## src/rtl/tt_sel_ctrl.sv

```systemverilog
// rtl/tt_sel_ctrl.sv - user-module select controller: pad sync, inc/serial load, wrap, range check, ena blanking
// Address ordering is row-major with bottom/top tiles interleaved, so row/col are plain bit slices.
module tt_sel_ctrl #(
    parameter int G_X         = 16,
    parameter int G_Y         = 24,
    parameter int SYNC_STAGES = 2,
    parameter int SETTLE      = 4,
    localparam int N_MOD      = G_X * G_Y,
    localparam int AW         = $clog2(N_MOD),
    localparam int CW         = $clog2(2 * G_X),
    localparam int RW         = AW - CW
) (
    input  logic          clk,
    input  logic          rst,
    input  logic          ctrl_sel_rst_n,
    input  logic          ctrl_sel_inc,
    input  logic          ctrl_sel_load,
    input  logic          ctrl_sel_dat,
    input  logic          ctrl_ena,
    output logic [AW-1:0] sel_addr,
    output logic [RW-1:0] sel_row,
    output logic [CW-1:0] sel_col,
    output logic          um_ena,
    output logic          busy,
    output logic          sel_err
);

    localparam logic [AW:0]   N_MOD_W  = (AW + 1)'(N_MOD);
    localparam logic [AW-1:0] LAST     = AW'(N_MOD - 1);
    localparam logic [7:0]    SETTLE_W = 8'(SETTLE);

    typedef enum logic {S_RUN, S_SETTLE} state_t;

    logic [SYNC_STAGES-1:0] s_rst_n, s_inc, s_load, s_dat, s_ena;
    logic                   inc_d, load_d;
    logic [AW-1:0]          shreg;
    logic [AW-1:0]          addr_next, shreg_next;
    logic                   err_next;
    logic                   addr_chg;
    state_t                 state, state_next;
    logic [7:0]             cnt, cnt_next;
    logic                   um_ena_next;

    wire rst_n_s   = s_rst_n[SYNC_STAGES-1];
    wire inc_s     = s_inc[SYNC_STAGES-1];
    wire load_s    = s_load[SYNC_STAGES-1];
    wire dat_s     = s_dat[SYNC_STAGES-1];
    wire ena_s     = s_ena[SYNC_STAGES-1];
    wire inc_rise  = inc_s & ~inc_d;
    wire load_fall = ~load_s & load_d;

    always_ff @(posedge clk or posedge rst) begin
        if (rst) begin
            s_rst_n <= '0;
            s_inc   <= '0;
            s_load  <= '0;
            s_dat   <= '0;
            s_ena   <= '0;
            inc_d   <= 1'b0;
            load_d  <= 1'b0;
        end else begin
            s_rst_n <= {s_rst_n[SYNC_STAGES-2:0], ctrl_sel_rst_n};
            s_inc   <= {s_inc[SYNC_STAGES-2:0], ctrl_sel_inc};
            s_load  <= {s_load[SYNC_STAGES-2:0], ctrl_sel_load};
            s_dat   <= {s_dat[SYNC_STAGES-2:0], ctrl_sel_dat};
            s_ena   <= {s_ena[SYNC_STAGES-2:0], ctrl_ena};
            inc_d   <= inc_s;
            load_d  <= load_s;
        end
    end

    // Load falling edge outranks a coincident inc edge, which is simply dropped.
    always_comb begin
        addr_next  = sel_addr;
        shreg_next = shreg;
        err_next   = sel_err;
        if (!rst_n_s) begin
            addr_next  = '0;
            shreg_next = '0;
            err_next   = 1'b0;
        end else if (load_fall) begin
            if ({1'b0, shreg} < N_MOD_W)
                addr_next = shreg;
            else
                err_next = 1'b1;
            shreg_next = '0;
        end else if (inc_rise && load_s) begin
            shreg_next = {shreg[AW-2:0], dat_s};
        end else if (inc_rise) begin
            addr_next = (sel_addr == LAST) ? '0 : sel_addr + AW'(1);
        end
    end

    assign addr_chg = (addr_next != sel_addr);

    always_ff @(posedge clk or posedge rst) begin
        if (rst) begin
            sel_addr <= '0;
            shreg    <= '0;
            sel_err  <= 1'b0;
        end else begin
            sel_addr <= addr_next;
            shreg    <= shreg_next;
            sel_err  <= err_next;
        end
    end

    always_ff @(posedge clk or posedge rst) begin
        if (rst) begin
            state  <= S_SETTLE;
            cnt    <= SETTLE_W;
            um_ena <= 1'b0;
        end else begin
            state  <= state_next;
            cnt    <= cnt_next;
            um_ena <= um_ena_next;
        end
    end

    // Any real address change (re)starts the blanking window, even mid-window.
    always_comb begin
        state_next = state;
        cnt_next   = cnt;
        if (addr_chg) begin
            state_next = S_SETTLE;
            cnt_next   = SETTLE_W;
        end else if (state == S_SETTLE) begin
            if (cnt == 8'd1)
                state_next = S_RUN;
            else
                cnt_next = cnt - 8'd1;
        end
    end

    always_comb begin
        um_ena_next = (state_next == S_RUN) && ena_s;
        busy        = (state == S_SETTLE);
    end

    assign sel_row = sel_addr[AW-1:CW];
    assign sel_col = sel_addr[CW-1:0];

endmodule

```

## config.mk

```make
export PLATFORM = sky130hd
export DESIGN_NAME = tt_sel_ctrl
export DESIGN_NICKNAME = d
export VERILOG_FILES = /design/src/rtl/tt_sel_ctrl.sv
export SDC_FILE = /design/constraint.sdc
export NUM_CORES = 1
export LEC_CHECK = 0
export ABC_CLOCK_PERIOD_IN_PS = 2300
export CORE_AREA = 2 2 70 79
export CTS_CLUSTER_SIZE = 12
export DETAILED_ROUTE_END_ITERATION = 10
export DIE_AREA = 0 0 72 81
export HOLD_SLACK_MARGIN = 0.05
export PLACE_DENSITY_LB_ADDON = 0.08
export SLEW_MARGIN = 20
export SYNTH_ARGS = -nofsm -noshare
export SYNTH_HDL_FRONTEND = slang
export SYNTH_SLANG_ARGS = --single-unit
```

## constraint.sdc

```tcl
create_clock -name clk -period 2.3 [get_ports clk]
set_input_delay 0.46 -clock clk [delete_from_list [all_inputs] [get_ports clk]]
set_output_delay 0.46 -clock clk [all_outputs]
set_load 0.02 [all_outputs]
```

== Word level (Yosys, flattened, before mapping) ==
Index checks and enable logic that the tools add are counted.

* $add $sub $neg: 2
* $mul: 0
* Divide/modulo/power cells: 0
* Order comparisons: 1
* Equality and inequality tests: 7
* Shift operators: 0
* Multiplexer cells: 18
* Bitwise operators: 5
* Reductions and logical operators: 5

{| class="wikitable"
|+ Operator list
! cell !! count
|-
| 9-bit 2-to-1 mux || 9
|-
| 8-bit 2-to-1 mux || 3
|-
| 9-bit by 1-bit adder with 9-bit output, second input constant || 1
|-
| 9-bit equality test, second input constant || 1
|-
| 9-bit < comparator, second input constant || 1
|-
| 9-bit != test || 1
|-
| 8-bit by 1-bit equality test with 1-bit output, second input constant || 1
|-
| 8-bit by 1-bit subtractor with 8-bit output, second input constant || 1
|-
| 1-bit 2-to-1 mux || 6
|-
| 2-bit != test, second input constant || 2
|-
| 2-bit AND reduction || 2
|-
| 3-bit by 1-bit != test with 1-bit output, second input constant || 1
|-
| 1-bit NOT || 3
|-
| 1-bit bitwise AND || 2
|-
| 1-bit logical AND || 2
|-
| 2-bit by 1-bit != test with 1-bit output, second input constant || 1
|-
| 2-bit nonzero test || 1
|}

* Bits in registers: 41
* Latch bits: 0
* Memory bits (writable): 0
* Memory bits (read-only): 0
* Bits of input ports: 7
* Output and inout bits: 21
* Word-level logic and storage cells: 51
* Memories: 0

== Logic depth before layout (Yosys ltp) ==
Gate-level depths: netlist of run 1.

* Word-level depth: 10
* Depth in mapped cells: 8
* Depth with buffers taken out: 7

== Worst setup path before layout of run 1 ==
OpenSTA, ideal clock, no wires.

* Path kind: reg2reg
* Start: reg sel_addr[2]
* End: reg state (netlist: busy)
* Setup time: 82 ps
* Arrival: 2306 ps
* Data required time: 2218 ps
* Setup slack: -88 ps
* Cell stages (with the launch flop): 9
* Buffers on the path: 2
* Clock period less this slack: 2388 ps
* Path through: dfrtp_1 > buf_4 > inv_1 > a2111o_1 > a2111oi_2 > o21ai_1 > or4_4 > buf_6 > or2_1

* Cells in the longest elaborated chain, start to end: 8
* Elaborated cells on any way between the ends: 10
* Those cells by class: add/sub (1); eq/ne (2); mux (7)

{| class="wikitable"
|+ RTL lines
! what !! line !! RTL
|-
| start: declaration || 20 || <nowiki>output logic [AW-1:0] sel_addr,</nowiki>
|-
| start signal: assignment || 102 || <nowiki>sel_addr <= addr_next;</nowiki>
|-
| 9-bit by 1-bit adder with 9-bit output / 9-bit equality test (equally long branches) || 90 || <nowiki>addr_next = (sel_addr == LAST) ? '0 : sel_addr + AW'(1);</nowiki>
|-
| 9-bit 2-to-1 mux || 90 ||
|-
| 9-bit 2-to-1 mux || 89 || <nowiki>end else if (inc_rise) begin</nowiki>
|-
| 9-bit 2-to-1 mux || 87 || <nowiki>end else if (inc_rise && load_s) begin</nowiki>
|-
| 9-bit 2-to-1 mux || 81 || <nowiki>end else if (load_fall) begin</nowiki>
|-
| 9-bit 2-to-1 mux || 77 || <nowiki>if (!rst_n_s) begin</nowiki>
|-
| 9-bit != test * || 94 || <nowiki>assign addr_chg = (addr_next != sel_addr);</nowiki>
|-
| 1-bit 2-to-1 mux * || 124 || <nowiki>if (addr_chg) begin</nowiki>
|-
| named net state_next || 40 || <nowiki>state_t state, state_next;</nowiki>
|-
| end signal: assignment || 114 || <nowiki>state <= state_next;</nowiki>
|-
| end: declaration || 40 ||
|}

The timed path passes the listed nets; every way through them passes the cells marked *.
A chain may end at the register's enable or synchronous reset.

== Final worst setup path of run 1 ==
* Start: reg sel_addr[0]
* End: reg state (netlist: busy)

Same word-level chain as after synthesis.

==> impl_metrics.env, run 1 <==
export IMPL_num_vias=1893
export IMPL_skew_ns=0.00657
export IMPL_outcome="complete, no violations"
export IMPL_finish_instance_area_um2=2720
export IMPL_antenna_found_initial=0
export IMPL_drc=0
export IMPL_core_area_um2=5150
export IMPL_fin_nets=281
export IMPL_drive_above_1_share=0.176
export IMPL_hp_class="reg2reg"
export IMPL_viasPerCell=5.70
export IMPL_pre_cts_ws_ns=0.0910
export IMPL_clock_tree_root_cell="clkbuf_8"
export IMPL_syn_to_final_growth_pct=24.5
export IMPL_drv_slew=0
export IMPL_setup_viol=0
export IMPL_path_class="reg2reg"
export IMPL_cts_tree="done"
export IMPL_syn_inst=229
export IMPL_place_inst=324
export IMPL_rsz0062_at_grt="yes"
export IMPL_cp_top_family="simple AND/OR/NAND/NOR gates"
export IMPL_min_from="s_load[0]$_DFF_PP0_"
export IMPL_worstPathRequired_ns=2.51
export IMPL_tns_ns=0
export IMPL_grt_pass1_vias=1775
export IMPL_synth_edf_count=0
export IMPL_drt_iter0_markers=95
export IMPL_clock_latency_ns=0.29
export IMPL_cap_viol_max_count=0
export IMPL_io_buffers=27
export IMPL_wl_per_cell_um=16.7
export IMPL_htreeDepth=2
export IMPL_final_util=0.527
export IMPL_holdPathEnd="s_load[1]$_DFF_PP0_"
export IMPL_period_minus_slack_ns=2.23
export IMPL_vdd_drop_max_uv=417
export IMPL_cts_made_buffers=5
export IMPL_cts_buffer_depth=2
export IMPL_synth_seq_cells=41
export IMPL_slowest_stage="or4_4"
export IMPL_syn_nets=239
export IMPL_cts_hold_buf=0
export IMPL_hold_viol=0
export IMPL_clock_sinks=41
export IMPL_fp_dieH_um=81
export IMPL_ios=28
export IMPL_grt_usage=0.205
export IMPL_p_leak_nw=1.17
export IMPL_setup_ws_ns=0.0680
export IMPL_reg2reg_slack_ns=0.07
export IMPL_max_freq_mhz=448
export IMPL_slowest_delay_ns=0.61
export IMPL_grt_pass1_wl_mm=9.09
export IMPL_start_kind="flip-flop"
export IMPL_dp_hpwl_mm=4.18
export IMPL_gp_congestion=0.962
export IMPL_ant_nets=0
export IMPL_holdPathStages=0
export IMPL_rr_endpoint="busy$_DFF_PP1_"
export IMPL_r2r_cells=7
export IMPL_power_density_nw_per_um2=673
export IMPL_synth_ff_type="dfrtp_1"
export IMPL_die_area_um2=5830
export IMPL_firstDrtPassIters=4
export IMPL_clkSlewWorstSetupHoldPaths_ns=0.08
export IMPL_max_slew_margin=0.549
export IMPL_drt_wl_total_mm=5.55
export IMPL_layoutNonFillerInstCount=332
export IMPL_num_antenna_cells=0
export IMPL_synth_seq_area_share=0.472
export IMPL_rows=28
export IMPL_cp_max_fo=10
export IMPL_hold_worst_slack_ns=0.355
export IMPL_period_share=0.970
export IMPL_floorplan_initialDensity=0.423
export IMPL_end_kind="flip-flop"
export IMPL_overflow=0
export IMPL_syn_avg_cell_area_um2=9.52
export IMPL_dpl_cell_area_um2=2620
export IMPL_ys_warn_count=0
export IMPL_async_flop_share=1.00
export IMPL_nFillCells=494
export IMPL_synth_cell_types=52
export IMPL_grt_max_degree=42
export IMPL_worstReg2RegStart="sel_addr[0]$_DFF_PP0_"
export IMPL_worst_path_buf_inv=0
export IMPL_crit_chain="ha_1 -> nand4bb_1 -> nor4_1 -> a211o_1 -> a21o_1 -> or4_4 -> or2_1"
export IMPL_arrival_ns=2.45
export IMPL_syn_area_um2=2180
export IMPL_finalPower_mw=1.83
export IMPL_die_w_um=72
export IMPL_tightestPinTransition_ns=0.677
[layer usage]
metal | up-vias | GRT usage | share of wire
met4 | 0 | 0.0792 | 0.033
met1 | 907 | 0.257 | 0.43
met3 | 14 | 0.0434 | 0.052
met2 | 73 | 0.347 | 0.49
met5 | - | 0 | 0
li1 | 899 | - | -
[worst register-to-register path, stage by stage (launching register included)]
cell and delay, ns:
dfrtp_2 0.41, ha_1 0.26, nand4bb_1 0.16, nor4_1 0.07
a211o_1 0.23, a21o_1 0.16, or4_4 0.61, or2_1 0.26
[where the power goes]
group	internal, mW	switching [mW]
logic	0.211	0.255
registers	0.805	0.0653
clock network	0.244	0.247
[synthesized netlist by cell type (2+ instances only)]
cell / instances / share of area
nand4b_1: 2 / 0.0080
o211ai_1: 2 / 0.0069
nor2_1: 24 / 0.041
nor3_1: 5 / 0.011
nor4_1: 2 / 0.0057
nand2b_1: 2 / 0.0057
buf_4: 10 / 0.034
o21ai_0: 9 / 0.021
nand2_1: 17 / 0.029
xor2_1: 5 / 0.020
a22o_1: 9 / 0.036
inv_1: 11 / 0.019
o22ai_1: 5 / 0.014
a21oi_1: 11 / 0.025
clkbuf_1: 7 / 0.012
buf_6: 2 / 0.010
xnor2_1: 2 / 0.0080
nand4_1: 5 / 0.014
mux2i_1: 3 / 0.014
ha_1: 3 / 0.017
and3_1: 3 / 0.0086
dfstp_2: 2 / 0.024
nor3b_1: 2 / 0.0069
dfrtp_1: 39 / 0.45
nor2b_1: 7 / 0.020
nand3_1: 8 / 0.018
a31oi_1: 7 / 0.020
[how the worst max path moves through the flow]
stage / from / endpoint / cells after the start
final: sel_addr[0]$_DFF_PP0_ / busy$_DFF_PP1_ / 7
after global routing: sel_addr[0]$_DFF_PP0_ / busy$_DFF_PP1_ / 7
after CTS: sel_addr[1]$_DFF_PP0_ / busy$_DFF_PP1_ / 7
after detailed placement: sel_addr[1]$_DFF_PP0_ / busy$_DFF_PP1_ / 7
after global placement: sel_addr[3]$_DFF_PP0_ / busy$_DFF_PP1_ / 6
after floorplan: sel_addr[3]$_DFF_PP0_ / busy$_DFF_PP1_ / 8
[sequential cells by signal, indices dropped and copies added (netlist names)]
register  flops
busy          1
cnt           8
inc_d         1
load_d        1
s_dat         2
s_ena         2
s_inc         2
s_load        2
s_rst_n       2
sel_addr      9
sel_err       1
shreg         9
um_ena        1
[layout by cell type (no fill, tap or decap), drive strengths merged, types with 8 or more instances in the layout]
| cell type | instances |
|---|---|
| a21oi | 11 |
| a22o | 9 |
| inv | 11 |
| clkdlybuf4s50 | 27 |
| nor2 | 24 |
| buf | 29 |
| nand3 | 8 |
| nand2 | 17 |
| o21ai | 10 |
| dfrtp | 39 |
[cell type report]
class / instances / area [µm²] / share of cell area
multi-input combinational: 156 / 985 / 0.363
tap: 60 / 75.1 / 0.0276
clock inverter: 1 / 7.51 / 0.00276
clock buffer: 7 / 86.3 / 0.0318
sequential: 41 / 1030 / 0.380
timing repair buffer: 56 / 488 / 0.180
inverter: 11 / 41.3 / 0.0152
[timing repair]
action	4_1_cts	5_1_grt
buffers inserted	0	0
gates resized for setup	0	2
setup endpoints to repair	0	1
[kinds of logic after synthesis]
| logic type | count (synthesis) | synth area share |
|---|---|---|
| xor+xnor | 7 | 0.0281 |
| mux | 3 | 0.0138 |
| flops | 41 | 0.472 |
| fa+ha+maj | 3 | 0.0172 |
| compound gates | 59 | 0.190 |
| buf+inv | 32 | 0.0797 |
| simple gates | 84 | 0.199 |
No activity file was read; power rests on OpenSTA's default activity.
==> run 2, diff against run 1 <==
--- a/config.mk
+++ b/config.mk
@@ -10,9 +10,9 @@
 export CTS_CLUSTER_SIZE = 12
 export DETAILED_ROUTE_END_ITERATION = 10
 export DIE_AREA = 0 0 72 81
-export HOLD_SLACK_MARGIN = 0.05
+export HOLD_SLACK_MARGIN = 0.03
 export PLACE_DENSITY_LB_ADDON = 0.08
-export SLEW_MARGIN = 20
+export SLEW_MARGIN = 10
 export SYNTH_ARGS = -nofsm -noshare
 export SYNTH_HDL_FRONTEND = slang
 export SYNTH_SLANG_ARGS = --single-unit
==> results of run 2 <==
Same layout as run 1: the final DEF is identical, and so are final timing and power.
==> run 3, diff against run 2 <==
--- a/config.mk
+++ b/config.mk
@@ -6,10 +6,10 @@
 export NUM_CORES = 1
 export LEC_CHECK = 0
 export ABC_CLOCK_PERIOD_IN_PS = 2300
-export CORE_AREA = 2 2 70 79
+export CORE_AREA = 2 2 67 75
 export CTS_CLUSTER_SIZE = 12
 export DETAILED_ROUTE_END_ITERATION = 10
-export DIE_AREA = 0 0 72 81
+export DIE_AREA = 0 0 69 77
 export HOLD_SLACK_MARGIN = 0.03
 export PLACE_DENSITY_LB_ADDON = 0.08
 export SLEW_MARGIN = 10
==> run 3 against run 2 <==
Compared with the run above: sequential share of layout area fell by 1.2 points; hold slack worse by 0.0094 ns; flip-flop and latch count did not move; worst setup slack worse by 0.029 ns; register-to-register slack got worse by 0.03 ns; clock skew is 0.0054 ns higher; global-route usage rose by 1.9 points; total power rose by 6.7%; final area grew 3.5%; clock power grew 24%; via count rose by 1.2%; critical path type unchanged; critical endpoint unchanged; highest routed layer unchanged.
==> impl_metrics.env, run 3 (same netlist as run 1, synthesis figures left out) <==
export IMPL_use_met1=0.281
export IMPL_rsz0062_at_grt="yes"
export IMPL_period_minus_slack_ns=2.26
export IMPL_final_common_cell="buf_4"
export IMPL_rows=26
export IMPL_antenna_found_initial=0
export IMPL_skew_ns=0.0120
export IMPL_p_leak_nw=1.22
export IMPL_hold_viol=0
export IMPL_firstDrtPassIters=4
export IMPL_drc=0
export IMPL_syn_to_final_growth_pct=28.9
export IMPL_layoutNonFillerInstCount=335
export IMPL_pre_cts_ws_ns=0.0405
export IMPL_cts_made_buffers=5
export IMPL_worst_path_buf_inv=0
export IMPL_clkSlewWorstSetupHoldPaths_ns=0.09
export IMPL_drv_slew=0
export IMPL_cts_hold_buf=0
export IMPL_end_kind="flip-flop"
export IMPL_clock_tree_root_cell="clkbuf_8"
export IMPL_place_inst=319
export IMPL_grt_pass1_wl_mm=9.42
export IMPL_grt_max_degree=42
export IMPL_htreeDepth=2
export IMPL_crit_chain="nor2b_1 -> a2111o_1 -> a2111oi_4 -> o21ai_1 -> or4_4 -> or2_1"
export IMPL_cts_buffer_depth=2
export IMPL_tightestPinTransition_ns=0.961
export IMPL_wl_per_cell_um=16.7
export IMPL_cp_top_family="simple AND/OR/NAND/NOR gates"
export IMPL_dp_hpwl_mm=4.08
export IMPL_hp_class="reg2reg"
export IMPL_die_area_um2=5310
export IMPL_clock_latency_ns=0.30
export IMPL_die_w_um=69
export IMPL_grt_pass1_vias=1910
export IMPL_final_util=0.617
export IMPL_slowest_stage="or4_4"
export IMPL_fin_nets=288
export IMPL_slowest_delay_ns=0.62
export IMPL_outcome="complete, no violations"
export IMPL_cts_tree="done"
export IMPL_top_usage_layer="met2"
export IMPL_use_met2=0.377
export IMPL_layout_cells_most_common_list="buf_4 (36), dfrtp_1 (34), clkdlybuf4s50_1 (27), nor2_1 (24), nand2_1 (17)"
export IMPL_setup_ws_ns=0.0391
export IMPL_max_slew_margin=0.357
export IMPL_ios=28
export IMPL_cp_max_fo=10
export IMPL_num_antenna_cells=0
export IMPL_clock_sinks=41
export IMPL_finalPower_mw=1.95
export IMPL_fp_dieH_um=77
export IMPL_max_freq_mhz=442
export IMPL_hold_worst_slack_ns=0.346
export IMPL_num_vias=1916
export IMPL_overflow=0
export IMPL_io_buffers=27
export IMPL_setup_viol=0
export IMPL_drt_wl_total_mm=5.59
export IMPL_path_class="reg2reg"
export IMPL_drive_above_1_share=0.215
export IMPL_drt_iter0_markers=179
export IMPL_power_density_nw_per_um2=694
export IMPL_grt_util_met3=0.0381
export IMPL_gp_congestion=0.911
export IMPL_worstPathRequired_ns=2.52
export IMPL_ant_nets=0
export IMPL_grt_usage=0.224
export IMPL_largestRegisters="sel_addr (9), shreg (9), cnt (8)"
export IMPL_nFillCells=405
export IMPL_cap_viol_max_count=0
export IMPL_start_kind="flip-flop"
export IMPL_period_share=0.983
export IMPL_vdd_drop_max_uv=419
export IMPL_arrival_ns=2.48
export IMPL_viasPerCell=5.72
export IMPL_core_area_um2=4550
export IMPL_floorplan_initialDensity=0.479
-- run 3: worst paths after layout --
check,depth (start not counted),start,slack [ns],to
max reg2reg,6,shreg[3]$_DFFE_PP0P_,0.04,busy$_DFF_PP1_
min reg2reg,0,s_rst_n[0]$_DFF_PP0_,0.35,s_rst_n[1]$_DFF_PP0_
max,6,shreg[3]$_DFFE_PP0P_,0.04,busy$_DFF_PP1_
min in group asynchronous,3,rst,0.59,cnt[3]$_DFFE_PP0P_
min,0,s_rst_n[0]$_DFF_PP0_,0.35,s_rst_n[1]$_DFF_PP0_
max in group asynchronous,3,rst,1.33,s_load[1]$_DFF_PP0_
-- run 3: repair_timing --
action	4_1_cts	5_1_grt
setup endpoints to repair	0	11
resized for setup	0	6
setup buffers	0	8
-- run 3: where the power goes --
group	switching, mW	internal (mW)	leakage, nW
Combinational	0.249	0.209	0.642
Sequential	0.0760	0.805	0.524
Clock	0.257	0.353	0.0574
-- run 3: routing by layer --
layer | share of wire | up-vias | routed length [µm]
li1 | - | 911 | -
met3 | 0.042 | 15 | 234
met1 | 0.43 | 936 | 2400
met2 | 0.50 | 54 | 2800
met5 | 0 | - | 0
met4 | 0.028 | 0 | 157
-- run 3: metrics by stage --
stage / TNS [ns] / instance area, µm²
6_report: 0 / 2810
5_1_grt: -0.0969 / 2810
4_1_cts: 0 / 2730
3_5_place_dp: 0 / 2610
3_3_place_gp: 0 / 2610
2_1_floorplan: 0 / 2190
-- run 3: cell type report --
type | instances | area, µm² | share of cell area
Inverter | 11 | 41.3 | 0.0147
Clock buffer | 6 | 82.6 | 0.0294
Tap cell | 56 | 70.1 | 0.0249
Timing Repair Buffer | 63 | 541 | 0.192
Multi-Input combinational cell | 156 | 1000 | 0.357
Sequential cell | 41 | 1030 | 0.368
Clock inverter | 2 | 37.5 | 0.0134
